## src/rtl/control_pipeline.sv

```systemverilog
// Control-side pipeline: ID/EX, EX/MEM, MEM/WB control registers,
// hazard detection, stall/flush generation and forwarding selects.
module control_pipeline #(
  parameter int CONTROL_SIZE = 8,
  parameter int REG_W        = 5,
  parameter int RA_ADDR      = 31,
  parameter int CNT_W        = 16
) (
  input  logic                    clock,
  input  logic                    reset,
  input  logic [CONTROL_SIZE-1:0] idControl,
  input  logic [1:0]              idBranchSrc,
  input  logic [1:0]              idCompareCode,
  input  logic                    idTaken,
  input  logic [REG_W-1:0]        idRs,
  input  logic [REG_W-1:0]        idRt,
  input  logic [REG_W-1:0]        idRd,
  output logic [CONTROL_SIZE-1:0] exControl,
  output logic [REG_W-1:0]        exRs,
  output logic [REG_W-1:0]        exRt,
  output logic [REG_W-1:0]        exDest,
  output logic [4:0]              memControl,
  output logic [REG_W-1:0]        memDest,
  output logic [2:0]              wbControl,
  output logic [REG_W-1:0]        wbDest,
  output logic                    pcWrite,
  output logic                    ifidWrite,
  output logic                    ifidFlush,
  output logic [1:0]              forwardA,
  output logic [1:0]              forwardB,
  output logic                    idForwardA,
  output logic                    idForwardB,
  output logic [CNT_W-1:0]        stallCount
);

  logic [REG_W-1:0] idDest;
  logic exWr, memWr, wbWr, memLoad;
  logic useRs, useRt;
  logic loadUse, branchHaz, stall;

  always_comb begin
    idDest = '0;
    unique case (idControl[6:5])
      2'd0:    idDest = idRd;
      2'd1:    idDest = idRt;
      2'd2:    idDest = REG_W'(RA_ADDR);
      default: idDest = '0;
    endcase
  end

  // dest 0 or RegWrite=0 never counts as a writer
  assign exWr    = exControl[2] && (exDest != '0);
  assign memWr   = memControl[2] && (memDest != '0);
  assign wbWr    = wbControl[2] && (wbDest != '0);
  assign memLoad = memWr && memControl[4];

  assign useRt = (idCompareCode == 2'b01) || (idCompareCode == 2'b10);
  assign useRs = useRt ||
                 ((idCompareCode == 2'b11) && (idBranchSrc == 2'b10));

  assign loadUse = exWr && exControl[4] &&
                   ((exDest == idRs) || (exDest == idRt));

  assign branchHaz =
    (useRs && ((exWr && exDest == idRs) ||
               (memLoad && memDest == idRs))) ||
    (useRt && ((exWr && exDest == idRt) ||
               (memLoad && memDest == idRt)));

  assign stall     = loadUse || branchHaz;
  assign pcWrite   = !stall;
  assign ifidWrite = !stall;
  assign ifidFlush = reset && idTaken && !stall;

  assign idForwardA = !stall && useRs && memWr &&
                      !memControl[4] && (memDest == idRs);
  assign idForwardB = !stall && useRt && memWr &&
                      !memControl[4] && (memDest == idRt);

  always_comb begin
    forwardA = 2'b00;
    if (memWr && memDest == exRs)
      forwardA = 2'b10;
    else if (wbWr && wbDest == exRs)
      forwardA = 2'b01;
  end

  always_comb begin
    forwardB = 2'b00;
    if (memWr && memDest == exRt)
      forwardB = 2'b10;
    else if (wbWr && wbDest == exRt)
      forwardB = 2'b01;
  end

  always_ff @(posedge clock or negedge reset) begin
    if (!reset) begin
      exControl  <= '0;
      exRs       <= '0;
      exRt       <= '0;
      exDest     <= '0;
      memControl <= '0;
      memDest    <= '0;
      wbControl  <= '0;
      wbDest     <= '0;
      stallCount <= '0;
    end else begin
      if (stall) begin
        exControl <= '0;
        exRs      <= '0;
        exRt      <= '0;
        exDest    <= '0;
      end else begin
        exControl <= idControl;
        exRs      <= idRs;
        exRt      <= idRt;
        exDest    <= idDest;
      end
      memControl <= exControl[4:0];
      memDest    <= exDest;
      wbControl  <= memControl[2:0];
      wbDest     <= memDest;
      if (stall && stallCount != {CNT_W{1'b1}})
        stallCount <= stallCount + CNT_W'(1);
    end
  end

endmodule

```

## config.mk

```make
export PLATFORM = sky130hd
export DESIGN_NAME = control_pipeline
export DESIGN_NICKNAME = d
export VERILOG_FILES = /design/src/rtl/control_pipeline.sv
export SDC_FILE = /design/constraint.sdc
export NUM_CORES = 1
export LEC_CHECK = 0
export ABC_AREA = 1
export CAP_MARGIN = 10
export CORE_MARGIN = 1.5
export CORE_UTILIZATION = 42
export DETAILED_ROUTE_END_ITERATION = 16
export PLACE_DENSITY = 0.79
export SLEW_MARGIN = 15
export SYNTH_ARGS = -nofsm -noshare
export SYNTH_HDL_FRONTEND = slang
export SYNTH_SLANG_ARGS = --single-unit
```

## constraint.sdc

```tcl
create_clock -name clock -period 1.69 [get_ports clock]
set_input_delay 0.338 -clock clock [delete_from_list [all_inputs] [get_ports clock]]
set_output_delay 0.338 -clock clock [all_outputs]
set_load 0.01 [all_outputs]
```

==> metrics <==
top routing layer used=met4; WL met3=661 µm; compound-gate portion of the synthesized area=about 1.6%; setup skew after layout=0.006033 ns; peak clock frequency supported by timing=458.0 MHz; routed len/inst=16.43 µm; number of global-route vias before repair=about 3100; post-place setup slack=-0.9192 ns; clock buffer count from CTS=9; Vias=roughly 3100; IR Drop Worst-Case VDD=approximately 0.00055 V; area overhead of the layout relative to synthesis=78.53%; row cnt=30; Critical Path Sink Type=output pin; drt via density=5.092; largest net degree at the start of global routing=58; overall power of the completed layout=~4.3 mW; total grt overflow=0; Worst Tran Pin Value=between 0.7 and 0.8 ns; simple-gate share of the synthesized area=28.00%; final setup margin=-0.4934 ns; Sink Count=between 50 and 60; final worst path period share=129.2%; Distinct cells, synth=28; number of warnings issued by yosys=0; power share of the combinational group=between 20 and 30%; Filler cells=435; shortest period the worst path allows=about 2.2 ns; Slew headroom=50.93%; number of primary I/O pins=96; switching power=1.271 mW; area of the die=approximately 0.0075 mm²; sequential power share=37.9%; gate count of the mapped netlist=341; number of inserted diodes=0; final setup violation count=48; first-pass GRT wire length=14.50 mm; top area cells in the synthesized netlist=sky130_fd_sc_hd__dfrtp_1 49%, sky130_fd_sc_hd__nand2_1 10%, sky130_fd_sc_hd__xnor2_1 7.5%; Yosys top cell by area=sky130_fd_sc_hd__dfrtp_1; Clk Tree Root Cell=sky130_fd_sc_hd__clkbuf_8; clock insertion delay at the later pin of the skew report=0.34 ns; sequential area share after synthesis=48.66%; Pwr Density=821.5 mW/mm²; xor and xnor area share after synthesis=13.74%; fraction of layout instances using a drive strength above 1=approximately two fifths; final layout net count=between 500 and 600; detailed-placement wirelength estimate=between 6 and 7 mm; RSZ-0062 raised after global routing=true; most frequent cells in the layout=69 x sky130_fd_sc_hd__buf_4, 62 x sky130_fd_sc_hd__nand2_1, 41 x sky130_fd_sc_hd__dfrtp_1; Critical Path Slowest Stage Cell=sky130_fd_sc_hd__dfrtp_2; static power due to leakage=between 2 and 3 nW; sw frac=29.56%; flop and latch count out of synthesis=between 50 and 60; most frequent standard cell in the layout excluding fill and tap cells=sky130_fd_sc_hd__buf_4; startpoint types=flop; post-route antenna net violation count=0; data arrival time of the critical path=1.85 ns; highest fanout seen on the critical path=6; post-synthesis mux area share=0%; area of the placeable core=slightly below 0.007 mm²; cts-stage hold buffer count=0; # DRC=0; number of violations of the max-capacitance limit=0; required time at the endpoint of the critical path=1.35 ns; initial standard-cell utilization of the core=roughly 43%; Starting DRT DRC Count=roughly 160; maximum buffer depth of the clock tree=2; routed wire length=9.959 mm; Final Instance Count excl. Fillers=approximately 600; number of buffers inserted by port buffering=95; Die Y=86.55 µm; Clock power frac=approximately 33%; Synth Cell Area=0.002932 mm²; wire length on met1=3.609 mm; Adder-Cell Fraction of Synth Area=0.8536%; status=finished with violations; Post-Syn Nets=between 300 and 400; syn avg cell area=8.597 µm²; top-area cell type share of the netlist area=48.66%; class of the tightest hold or removal check=input pin to async pin; total iterations of the first detailed-routing run=5; final sum of negative setup slack=-15.11 ns; Inst Count DP=562; internal power=approximately 3.0 mW; final-report max-slew violation count=0; level count of the clock H-tree=3; DR WL met2=between 5 and 6 mm; CTS tree=done; clock-pin transition on the worst setup and hold timing paths=approximately 0.060 ns; maximum single-stage delay on the critical path=0.47 ns; number of endpoints with negative hold slack in the final report=0; kind of critical path=flop to output pin; Final Util=between 70 and 80%; sequence of cells on the critical path=nor2_2 -> nand3b_1 -> nand2_2 -> inv_2 -> nand3_2 -> nand2_2 -> nand2_2 -> nand3_4 -> nor2_4 -> buf_6; routability-driven placement congestion ratio=0.9021; initial antenna violation count=0; violations in the final reports=negative setup slack; GRT Overall Usage=25.56%; cell mode on critical path=sky130_fd_sc_hd__nand2_2; die width=86.55 µm; main combinational cell family by area after synthesis=simple AND/OR/NAND/NOR gates
cell families after synthesis:
group	Yosys count
buf+inv	47
fa+ha+maj	2
flops	57
simple gates	181
compound gates	8
xor+xnor	46
synthesized netlist by cell type:
cell,instances
sky130_fd_sc_hd__xor2_1,21
sky130_fd_sc_hd__buf_2,8
sky130_fd_sc_hd__nand3_1,28
sky130_fd_sc_hd__a21oi_1,5
sky130_fd_sc_hd__o21ai_0,1
sky130_fd_sc_hd__dfrtp_1,57
sky130_fd_sc_hd__nor3_1,10
sky130_fd_sc_hd__nand2_1,82
sky130_fd_sc_hd__ha_1,2
sky130_fd_sc_hd__nand2_2,2
sky130_fd_sc_hd__or2_2,1
sky130_fd_sc_hd__buf_4,2
sky130_fd_sc_hd__nand3_2,1
sky130_fd_sc_hd__nor2_1,44
sky130_fd_sc_hd__nand2_4,1
sky130_fd_sc_hd__inv_2,1
sky130_fd_sc_hd__inv_1,34
sky130_fd_sc_hd__nand3_4,1
sky130_fd_sc_hd__a31o_2,1
sky130_fd_sc_hd__nand4_4,1
sky130_fd_sc_hd__buf_6,2
sky130_fd_sc_hd__nand4_1,3
sky130_fd_sc_hd__o41ai_1,1
sky130_fd_sc_hd__nor4_1,4
sky130_fd_sc_hd__nor2_4,1
sky130_fd_sc_hd__nor3_4,1
sky130_fd_sc_hd__xnor2_1,25
sky130_fd_sc_hd__nand3b_1,1
what timing repair did:
| action | 4_1_cts | 5_1_grt |
|---|---|---|
| pin swaps | 16 | 25 |
| gates resized for setup | 124 | 74 |
| buffers inserted | 21 | 9 |
| endpoints found under the hold margin | 0 | 0 |
| cloned | 2 | 1 |
| setup endpoints to repair | 80 | 59 |
layout make-up:
cell class,count,area [µm²],area share [%]
sequential,57,1446,27.64
clock inverter,5,78.83,1.506
timing repair buffer,180,1632,31.17
clock buffer,11,141.4,2.701
multi-input combinational,238,1702,32.51
inverter,35,133.9,2.558
tap,80,100.1,1.913
stage by stage:
| step | instance area (µm²) | hold slack, ns |
|---|---|---|
| final | 5234 | 0.1851 |
| after global routing | 5234 | 0.2425 |
| after CTS | 4935 | 0.1966 |
| after detailed placement | 4400 | 0.3570 |
| after global placement | 4400 | 0.3563 |
| after floorplan | 3030 | 0.04241 |
flip-flops by register name, indices dropped and copies added, names as in the netlist:
name,flops
memDest,5
exRt,5
exDest,5
exControl,8
wbControl,3
wbDest,5
memControl,5
stallCount,16
exRs,5
critical path, delay by kind of cell (launching register included):
kind / cells / cell delay, ns
buffers and inverters: 2 / 0.17
AND/OR/NAND/NOR: 8 / 0.87
flip-flops: 1 / 0.47
worst paths after layout:
path	startpoint	to	slack, ns	cells after the start
max	exDest[1]	idForwardB	-0.49	10
min	reset	stallCount[8]	0.19	2
max reg2reg	exDest[1]	stallCount[10]	-0.45	15
min reg2reg	memControl[0]	wbControl[0]	0.37	0
max in group asynchronous	reset	stallCount[2]	0.96	2
min in group clock	memControl[0]	wbControl[0]	0.37	0
routing by layer:
layer,vias up,track usage (%)
met3,36,6.476
met2,136,47.80
met1,1493,26.98
li1,1421,-
met4,0,11.00
met5,-,0
power groups by stage:
| stage | clock network, mW | registers (mW) | logic, mW |
|---|---|---|---|
| after detailed placement | 0 | 1.64 | 1.03 |
| final | 1.42 | 1.63 | 1.25 |
| after floorplan | 0 | 1.69 | 0.396 |
| after global routing | 1.49 | 1.64 | 1.35 |
| after CTS | 1.44 | 1.62 | 1.14 |
| after global placement | 0 | 1.63 | 1.01 |
No activity file was read; power rests on OpenSTA's default activity.
